## config.mk

```make
export PLATFORM = sky130hd
export DESIGN_NAME = fsm_seq_ctrl
export DESIGN_NICKNAME = d
export VERILOG_FILES = /design/src/rtl/fsm_seq_ctrl_pkg.sv /design/src/rtl/fsm_seq_ctrl_phase_timer.sv /design/src/rtl/fsm_seq_ctrl.sv
export SDC_FILE = /design/constraint.sdc
export NUM_CORES = 1
export LEC_CHECK = 0
export BUFFER_PORTS_ARGS = -buffer_cell sky130_fd_sc_hd__buf_2
export CORE_ASPECT_RATIO = 0.75
export CORE_MARGIN = 8
export CORE_UTILIZATION = 55
export CTS_BUF_LIST = sky130_fd_sc_hd__clkbuf_2
export CTS_CLUSTER_DIAMETER = 80
export DETAILED_ROUTE_END_ITERATION = 10
export GPL_TIMING_DRIVEN = 0
export PLACE_DENSITY = 0.88
export SYNTH_ARGS = -nofsm -noshare
export SYNTH_HDL_FRONTEND = slang
export SYNTH_SLANG_ARGS = --single-unit
```

## constraint.sdc

```tcl
create_clock -name Clock -period 2.9 [get_ports Clock]
set_clock_uncertainty 0.05 [all_clocks]
set_input_delay 0.58 -clock Clock [delete_from_list [all_inputs] [get_ports Clock]]
set_output_delay 0.58 -clock Clock [all_outputs]
set_load 0.05 [all_outputs]
```

## src/rtl/fsm_seq_ctrl_pkg.sv

```systemverilog
// Shared types for the handshake sequencer: sequencer state encodings and the
// target FSM phase names used by anything that models or observes the target.
package fsm_seq_ctrl_pkg;

    typedef enum logic [2:0] {
        ST_IDLE = 3'd0,
        ST_HI1  = 3'd1,
        ST_LO1  = 3'd2,
        ST_HI2  = 3'd3,
        ST_LO2  = 3'd4,
        ST_FIN  = 3'd5,
        ST_ERR  = 3'd6
    } state_t;

    // Phases of the Idle/Start/Stop/Clear target the sequencer drives.
    typedef enum logic [1:0] {
        TGT_IDLE  = 2'd0,
        TGT_START = 2'd1,
        TGT_STOP  = 2'd2,
        TGT_CLEAR = 2'd3
    } tgt_phase_t;

    function automatic logic is_drive_hi(input state_t s);
        return (s == ST_HI1) || (s == ST_HI2);
    endfunction

    function automatic logic is_busy(input state_t s);
        return (s == ST_HI1) || (s == ST_LO1) || (s == ST_HI2) || (s == ST_LO2);
    endfunction

endpackage

```

## src/rtl/fsm_seq_ctrl_phase_timer.sv

```systemverilog
// Loadable down-counter that times one sequencer phase; expire flags the
// last cycle of the phase.
module phase_timer #(
    parameter int DW = 8
) (
    input  logic          Clock,
    input  logic          Reset,
    input  logic          load,
    input  logic [DW-1:0] load_val,
    output logic [DW-1:0] val,
    output logic          expire
);

    always_ff @(posedge Clock or posedge Reset) begin
        if (Reset)
            val <= '0;
        else if (load)
            val <= load_val;
        else if (val != '0)
            val <= val - DW'(1);
    end

    assign expire = (val == '0);

endmodule

```

## src/rtl/fsm_seq_ctrl.sv

```systemverilog
// Drives the A input of a four-phase handshake FSM through ncyc full cycles
// with a programmable per-phase dwell, checking the K2/K1 acknowledge pulses.
module fsm_seq_ctrl
    import fsm_seq_ctrl_pkg::*;
#(
    parameter int DW = 8,
    parameter int CW = 4
) (
    input  logic          Clock,
    input  logic          Reset,
    input  logic          start,
    input  logic [DW-1:0] dwell,
    input  logic [CW-1:0] ncyc,
    input  logic          K1,
    input  logic          K2,
    output logic          A,
    output logic          busy,
    output logic          done,
    output logic          err,
    output logic [CW-1:0] cyc_cnt
);

    state_t        state, state_nxt;
    logic          load, accept, cnt_inc;
    logic          first_q;
    logic [DW-1:0] dm1_q, dwell_m1, load_val, tmr_val;
    logic [CW-1:0] ncyc_q, cyc_cnt_p1;
    logic          expire, exp_k1, exp_k2, ack_bad;

    // A dwell of 0 behaves as 1, so the timer reload is max(dwell,1)-1.
    assign dwell_m1   = (dwell == '0) ? '0 : dwell - DW'(1);
    assign load_val   = accept ? dwell_m1 : dm1_q;
    assign cyc_cnt_p1 = cyc_cnt + CW'(1);

    phase_timer #(.DW(DW)) u_timer (
        .Clock    (Clock),
        .Reset    (Reset),
        .load     (load),
        .load_val (load_val),
        .val      (tmr_val),
        .expire   (expire)
    );

    // Each ack is expected only in the first cycle of its phase and must be
    // low in every other busy cycle.
    assign exp_k2  = (state == ST_HI2) && first_q;
    assign exp_k1  = (state == ST_LO2) && first_q;
    assign ack_bad = is_busy(state) && ((K2 != exp_k2) || (K1 != exp_k1));

    always_comb begin
        state_nxt = state;
        load      = 1'b0;
        accept    = 1'b0;
        cnt_inc   = 1'b0;
        case (state)
            ST_IDLE, ST_ERR: begin
                if (start) begin
                    accept = 1'b1;
                    if (ncyc != '0) begin
                        state_nxt = ST_HI1;
                        load      = 1'b1;
                    end else begin
                        state_nxt = ST_FIN;
                    end
                end
            end
            ST_HI1, ST_LO1, ST_HI2: begin
                if (ack_bad) begin
                    state_nxt = ST_ERR;
                end else if (expire) begin
                    load = 1'b1;
                    if (state == ST_HI1)      state_nxt = ST_LO1;
                    else if (state == ST_LO1) state_nxt = ST_HI2;
                    else                      state_nxt = ST_LO2;
                end
            end
            ST_LO2: begin
                if (ack_bad) begin
                    state_nxt = ST_ERR;
                end else if (expire) begin
                    cnt_inc = 1'b1;
                    if (cyc_cnt_p1 == ncyc_q) begin
                        state_nxt = ST_FIN;
                    end else begin
                        state_nxt = ST_HI1;
                        load      = 1'b1;
                    end
                end
            end
            ST_FIN:  state_nxt = ST_IDLE;
            default: state_nxt = ST_IDLE;
        endcase
    end

    always_ff @(posedge Clock or posedge Reset) begin
        if (Reset) begin
            state   <= ST_IDLE;
            A       <= 1'b0;
            first_q <= 1'b0;
            dm1_q   <= '0;
            ncyc_q  <= '0;
            cyc_cnt <= '0;
            err     <= 1'b0;
        end else begin
            state   <= state_nxt;
            A       <= is_drive_hi(state_nxt);
            first_q <= load;
            if (accept) begin
                dm1_q   <= dwell_m1;
                ncyc_q  <= ncyc;
                cyc_cnt <= '0;
                err     <= 1'b0;
            end else begin
                if (cnt_inc)
                    cyc_cnt <= cyc_cnt_p1;
                if (state_nxt == ST_ERR)
                    err <= 1'b1;
            end
        end
    end

    assign busy = is_busy(state);
    assign done = (state == ST_FIN);

endmodule

```

# After elaboration in Yosys (flattened, before gate mapping)

Index checks and enable logic that the tools add are counted.

Register bits: 30
Latch bits: 0
Memory bits (writable): 0
Bits in read-only memories: 0
Input bits: 17
Output and inout port bits: 8
Logic and storage cells: 70
Memories kept: 0

Add/subtract/negate cells: 3
$mul: 0
Div/mod/pow operators: 0
Magnitude comparators: 0
Equal/unequal tests: 12
Shifts and indexed selects: 0
Multiplexer cells: 29
Bitwise gates (word level): 0
Reduce and logical (&&, ||, !) cells: 18

Operators with widths:

| kind                                              | number |
|---|---|
| 2-to-1 mux 8 bit                                  | 4 |
| 2-to-1 mux 3 bit                                  | 9 |
| logical NOT 8 bit                                 | 2 |
| subtractor 8 x 1 -> 8 bit (second input constant) | 2 |
| == test 3 bit (second input constant)             | 4 |
| 2-to-1 mux 1 bit                                  | 12 |
| == test 3 x 2 -> 1 bit (second input constant)    | 3 |
| one-hot mux 3 bit (3 select lines)                | 1 |
| 2-to-1 mux 4 bit                                  | 2 |
| nonzero test 8 bit                                | 1 |
| == test 3 x 1 -> 1 bit (second input constant)    | 2 |
| nonzero test 2 bit                                | 3 |
| logical OR 1 bit                                  | 5 |
| adder 4 x 1 -> 4 bit (second input constant)      | 1 |
| == test 4 bit                                     | 1 |
| nonzero test 4 bit                                | 1 |
| logical AND 1 bit                                 | 3 |
| logical NOT 3 bit                                 | 1 |
| one-hot mux 1 bit (3 select lines)                | 1 |
| OR reduction 3 bit                                | 1 |
| inequality test 1 bit                             | 2 |
| OR reduction 2 bit                                | 1 |

# Depth between registers and ports, before layout

Depth after elaboration: 10
Mapped depth: 8
Mapped depth without buffers: 7

# Hierarchy

Synthesis repeated with hierarchy kept, for this count alone.

Cells, all modules: 206
Area, all modules: 1,875.5 µm²

By module, submodules not included:

| module       | times used | cells an instance | area each (µm²) | sequential area each (µm²) |
|---|---|---|---|---|
| fsm_seq_ctrl | 1          | 150               | 1,378.8         | 550.5 |
| phase_timer  | 1          | 56                | 496.7           | 200.2 |

# Worst setup path after synthesis

OpenSTA, ideal clock, no wires.

Path kind: register to register
From: register cyc_cnt[0]
To: register u_timer.val[0]
Library setup time: 0.125 ns
Arrival: 2.256 ns
Required time: 2.725 ns
Setup slack: 0.469 ns
Stages on the path, launching flop included: 7
Buffers on the path: 0
Clock period less this slack: 2.431 ns
Path through: dfrtp_1 -> ha_1 -> xor3_1 -> nor3_2 -> nand3_1 -> a41oi_4 -> mux2_2

Word-level cells in the longest chain between the ends: 7
Elaborated cells between the ends (all ways): 8
Those cells by class: 1 x add/sub; 1 x eq/ne; 5 x mux; 1 x reduce/logical

Ends and longest elaborated chain:

| what                                                          | line                           | text |
|---|---|---|
| from (decl)                                                   | fsm_seq_ctrl.sv:20             | `output logic [CW-1:0] cyc_cnt` |
| from (signal assigned)                                        | fsm_seq_ctrl.sv:115            | `cyc_cnt <= cyc_cnt_p1;` |
| adder 4 x 1 -> 4 bit (*)                                      | fsm_seq_ctrl.sv:33             | `assign cyc_cnt_p1 = cyc_cnt + CW'(1);` |
| == test 4 bit (*)                                             | fsm_seq_ctrl.sv:82             | `if (cyc_cnt_p1 == ncyc_q) begin` |
| 2-to-1 mux 1 bit (*)                                          | fsm_seq_ctrl.sv:82             |  |
| 2-to-1 mux 1 bit (*)                                          | fsm_seq_ctrl.sv:80             | `end else if (expire) begin` |
| 2-to-1 mux 1 bit (*)                                          | fsm_seq_ctrl.sv:78             | `if (ack_bad) begin` |
| one-hot mux 1 bit (3 select lines) (*)                        | fsm_seq_ctrl.sv:55             | `case (state)` |
| 2-to-1 mux 8 bit / nonzero test 2 bit (equally long branches) | n/a                            |  |
| to (signal assigned)                                          | fsm_seq_ctrl_phase_timer.sv:18 | `val <= load_val;` |
| to (signal assigned)                                          | fsm_seq_ctrl_phase_timer.sv:20 | `val <= val - DW'(1);` |
| to (decl)                                                     | fsm_seq_ctrl_phase_timer.sv:10 | `output logic [DW-1:0] val,` |

Mark *: on every way between the ends. The rest lies on a longest branch, timed or not.
A chain may end at the register's enable or synchronous reset.

# Final worst setup path

From: register state[2]
To: output port busy

Word-level cells in the longest chain between the ends: 4
Elaborated cells between the ends (all ways): 7
Those cells by class: 4 x eq/ne; 3 x reduce/logical

Ends and longest elaborated chain:

| what                                                                    | line                   | text |
|---|---|---|
| from (decl)                                                             | fsm_seq_ctrl.sv:23     | `state_t state, state_nxt;` |
| from (signal assigned)                                                  | fsm_seq_ctrl.sv:105    | `state <= state_nxt;` |
| == test 3 x 1 -> 1 bit / == test 3 x 2 -> 1 bit (equally long branches) | fsm_seq_ctrl_pkg.sv:28 | `return (s == ST_HI1) \|\| (s == ST_LO1) \|\| (s == ST_HI2) \|\| (s == ST_LO2);` |
| logical OR 1 bit (2 in a row)                                           | fsm_seq_ctrl_pkg.sv:28 |  |
| logical OR 1 bit (*)                                                    | fsm_seq_ctrl_pkg.sv:28 |  |
| to (decl)                                                               | fsm_seq_ctrl.sv:17     | `output logic busy,` |

Marked as above.

==> results.cfg <==
[die]
core_um2 = 3310
die_y_um = 66.9
row_count = 18
ios = 25
start_util_pct = 57.5
die_w_um = 83.9
die_area_um2 = 5620

[layout]
area.growth.synth_to_final_pct = 11.1
num-fill-cells = 264
seq_area_um2 = 751
final_cell_mix = dfrtp_1, buf_2, nand2_1
antenna_cells = 0
fin_util_pct = 63.9
drive_gt1_share_pct = 26.1
final_area_um2 = 2110
multi_input_area_um2 = 1070
nets = 245
layout_commonest_cell = dfrtp_1
fin_cells = 266

[pwr]
p_per_area_nw_per_um2 = 995
p_seq_share_pct = 34.7
p_leak_nw = 0.923
clkPwrFrac_pct = 9.6
internal_power_mw = 1.15
p_sw_share_pct = 45.6
pwr-share-comb_pct = 55.7
total_power_mw = 2.10
switchingPower_mw = 0.959
ir_drop_uv = 584

[worst_setup_path]
crit_fanout = 10
cp-end-kind = output port
crit_required_ps = 2270
worst_r2r_path_depth = 6
path_class = flip-flop to output port
worstPathArrival_ps = 1890
crit_path_start_kind = flip-flop

[global_route]
grtUsageTotal_pct = 14.9
grt_pass1_vias = 1444
grt_antenna_before_repair = 0
grt_pass1_wl_um = 6790
grt_max_degree = 31
grt_remaining_overflow = 0

[yosys]
syn_inst = 194
synth_area_leaders = dfrtp_1, mux2_2, xnor2_1, nand2_1, inv_1
synth_fp_nets = 214
synth_area_um2 = 1900
yosys_warnings = 0
async_flop_share_pct = 100
avgSynthCellArea_um2 = 9.81
synth.largest_area_cell = dfrtp_1
ys_seq_area_share_pct = 39.4
yosysUniqueCellTypes = 53
synth_top_area_share_pct = 39.4
synth_ff_type = dfrtp_1
synth_edf_count = 0
ys_ff_latch = 30

[place]
dpl-instance-area_um2 = 2070
dpl_worst_slack_ps = 481
post-dp-hpwl_um = 3020
placedCellCount = 258
portBuffers = 24
globalplace.congestion = 0.810

[detailed_routing]
drtIter0Drc = 155
routed_wl_um = 4010
vias = 1544
wl_per_cell_um = 15.1
via_per_inst = 5.80
drc_errors = 0
ant_nets = 0
first_pass_iters = 4

[run_status]
outcome = finished clean

[clock_network]
htreeDepth = 2
post_cts_resized = 0
clk_latency_ps = 360
cts.sink_count = 30
cts_tree = built
hold_buffers = 0
numCtsBuffers = 5
post_cts_buffers = 0
cts.path.max_buffers = 2
clkTransAtPathRegs_ps = 150
root_buffer = clkbuf_2

[sta]
post-route-period-util_pct = 86.8
rsz0062_at_grt = false
layout_setup_ws_ps = 382
setup_violations = 0
worst_pin_slew_ps = 1100
maxSlewViolCount = 0
max_freq_mhz = 397
slew_headroom_pct = 26.3
fin_crit_ps = 2520
hold_violations = 0
whs_ps = 403
final.setup.tns_ps = 0

[flow_run]
drv_cap = 0

[min_path]
hold_depth = 2
hp-class = input pin to flip-flop
area by class of cell:
type	instances	area share [%]
buffer	7	1.48
tap	40	2.37
timing repair buffer	24	5.68
clock buffer	5	1.18
multi-input combinational	143	50.5
inverter	14	2.49
clock inverter	3	0.769
sequential	30	35.5
worst paths after layout:
kind	slack [ps]	from	end
setup / recovery	380	state[2]$_DFF_PP0_	busy
hold / removal	400	ncyc[2]	ncyc_q[2]$_DFFE_PP0P_
setup reg to reg	500	cyc_cnt[0]$_DFFE_PP0P_	u_timer.val[2]$_DFFE_PP0P_
hold reg to reg	460	dm1_q[2]$_DFF_PP0_	dm1_q[2]$_DFF_PP0_
max in group asynchronous	1710	Reset	ncyc_q[1]$_DFFE_PP0P_
min in group asynchronous	420	Reset	dm1_q[2]$_DFF_PP0_
flip-flops by register name, summed over array words and instances (netlist names):
register	flops
first_q	1
A	1
err	1
dm1_q	8
u_timer.val	8
cyc_cnt	4
state	3
ncyc_q	4
kinds of logic after synthesis:
group / synth area share (%)
simple gates: 21.4
mux: 8.68
buf+inv: 4.40
compound gates: 16.4
xor+xnor: 7.69
flops: 39.4
fa+ha+maj: 1.97
cell usage after synthesis (all sizes together), types with 3 or more instances:
cell type / instances
nand2: 16
nand3: 6
xnor2: 12
o21a: 3
buf: 4
inv: 14
mux2i: 3
dfrtp: 30
nor4: 4
ha: 3
a21oi: 6
clkbuf: 3
nor3b: 3
or2: 3
nand2b: 4
o211ai: 3
mux2: 12
o31ai: 4
nor3: 6
or4: 4
nor2: 11
o21ai: 9
routing by layer:
layer | share of wire (%) | GRT usage (%) | wire length (um)
met1 | 50 | 20.4 | 2010
met4 | 0.95 | 5.15 | 38
met5 | 0 | 0 | 0
met2 | 44 | 22.6 | 1780
met3 | 4.7 | 3.41 | 189
power by group through the flow:
| stage | combinational [mW] | clock [mW] | sequential, mW |
|---|---|---|---|
| after global routing | 1.29 | 0.228 | 0.754 |
| final | 1.17 | 0.201 | 0.731 |
| after global placement | 1.12 | 0 | 0.733 |
| after floorplan | 0.875 | 0 | 0.765 |
| after detailed placement | 1.16 | 0 | 0.742 |
| after CTS | 1.17 | 0.207 | 0.732 |
worst max-delay path, stage by stage, from the launching register on:
cell and delay [ps]:
dfrtp_1 400, clkbuf_1 330, nor3_1 110, nor2_1 340, buf_2 340
Note: power is estimated with default switching activity, not from simulation.
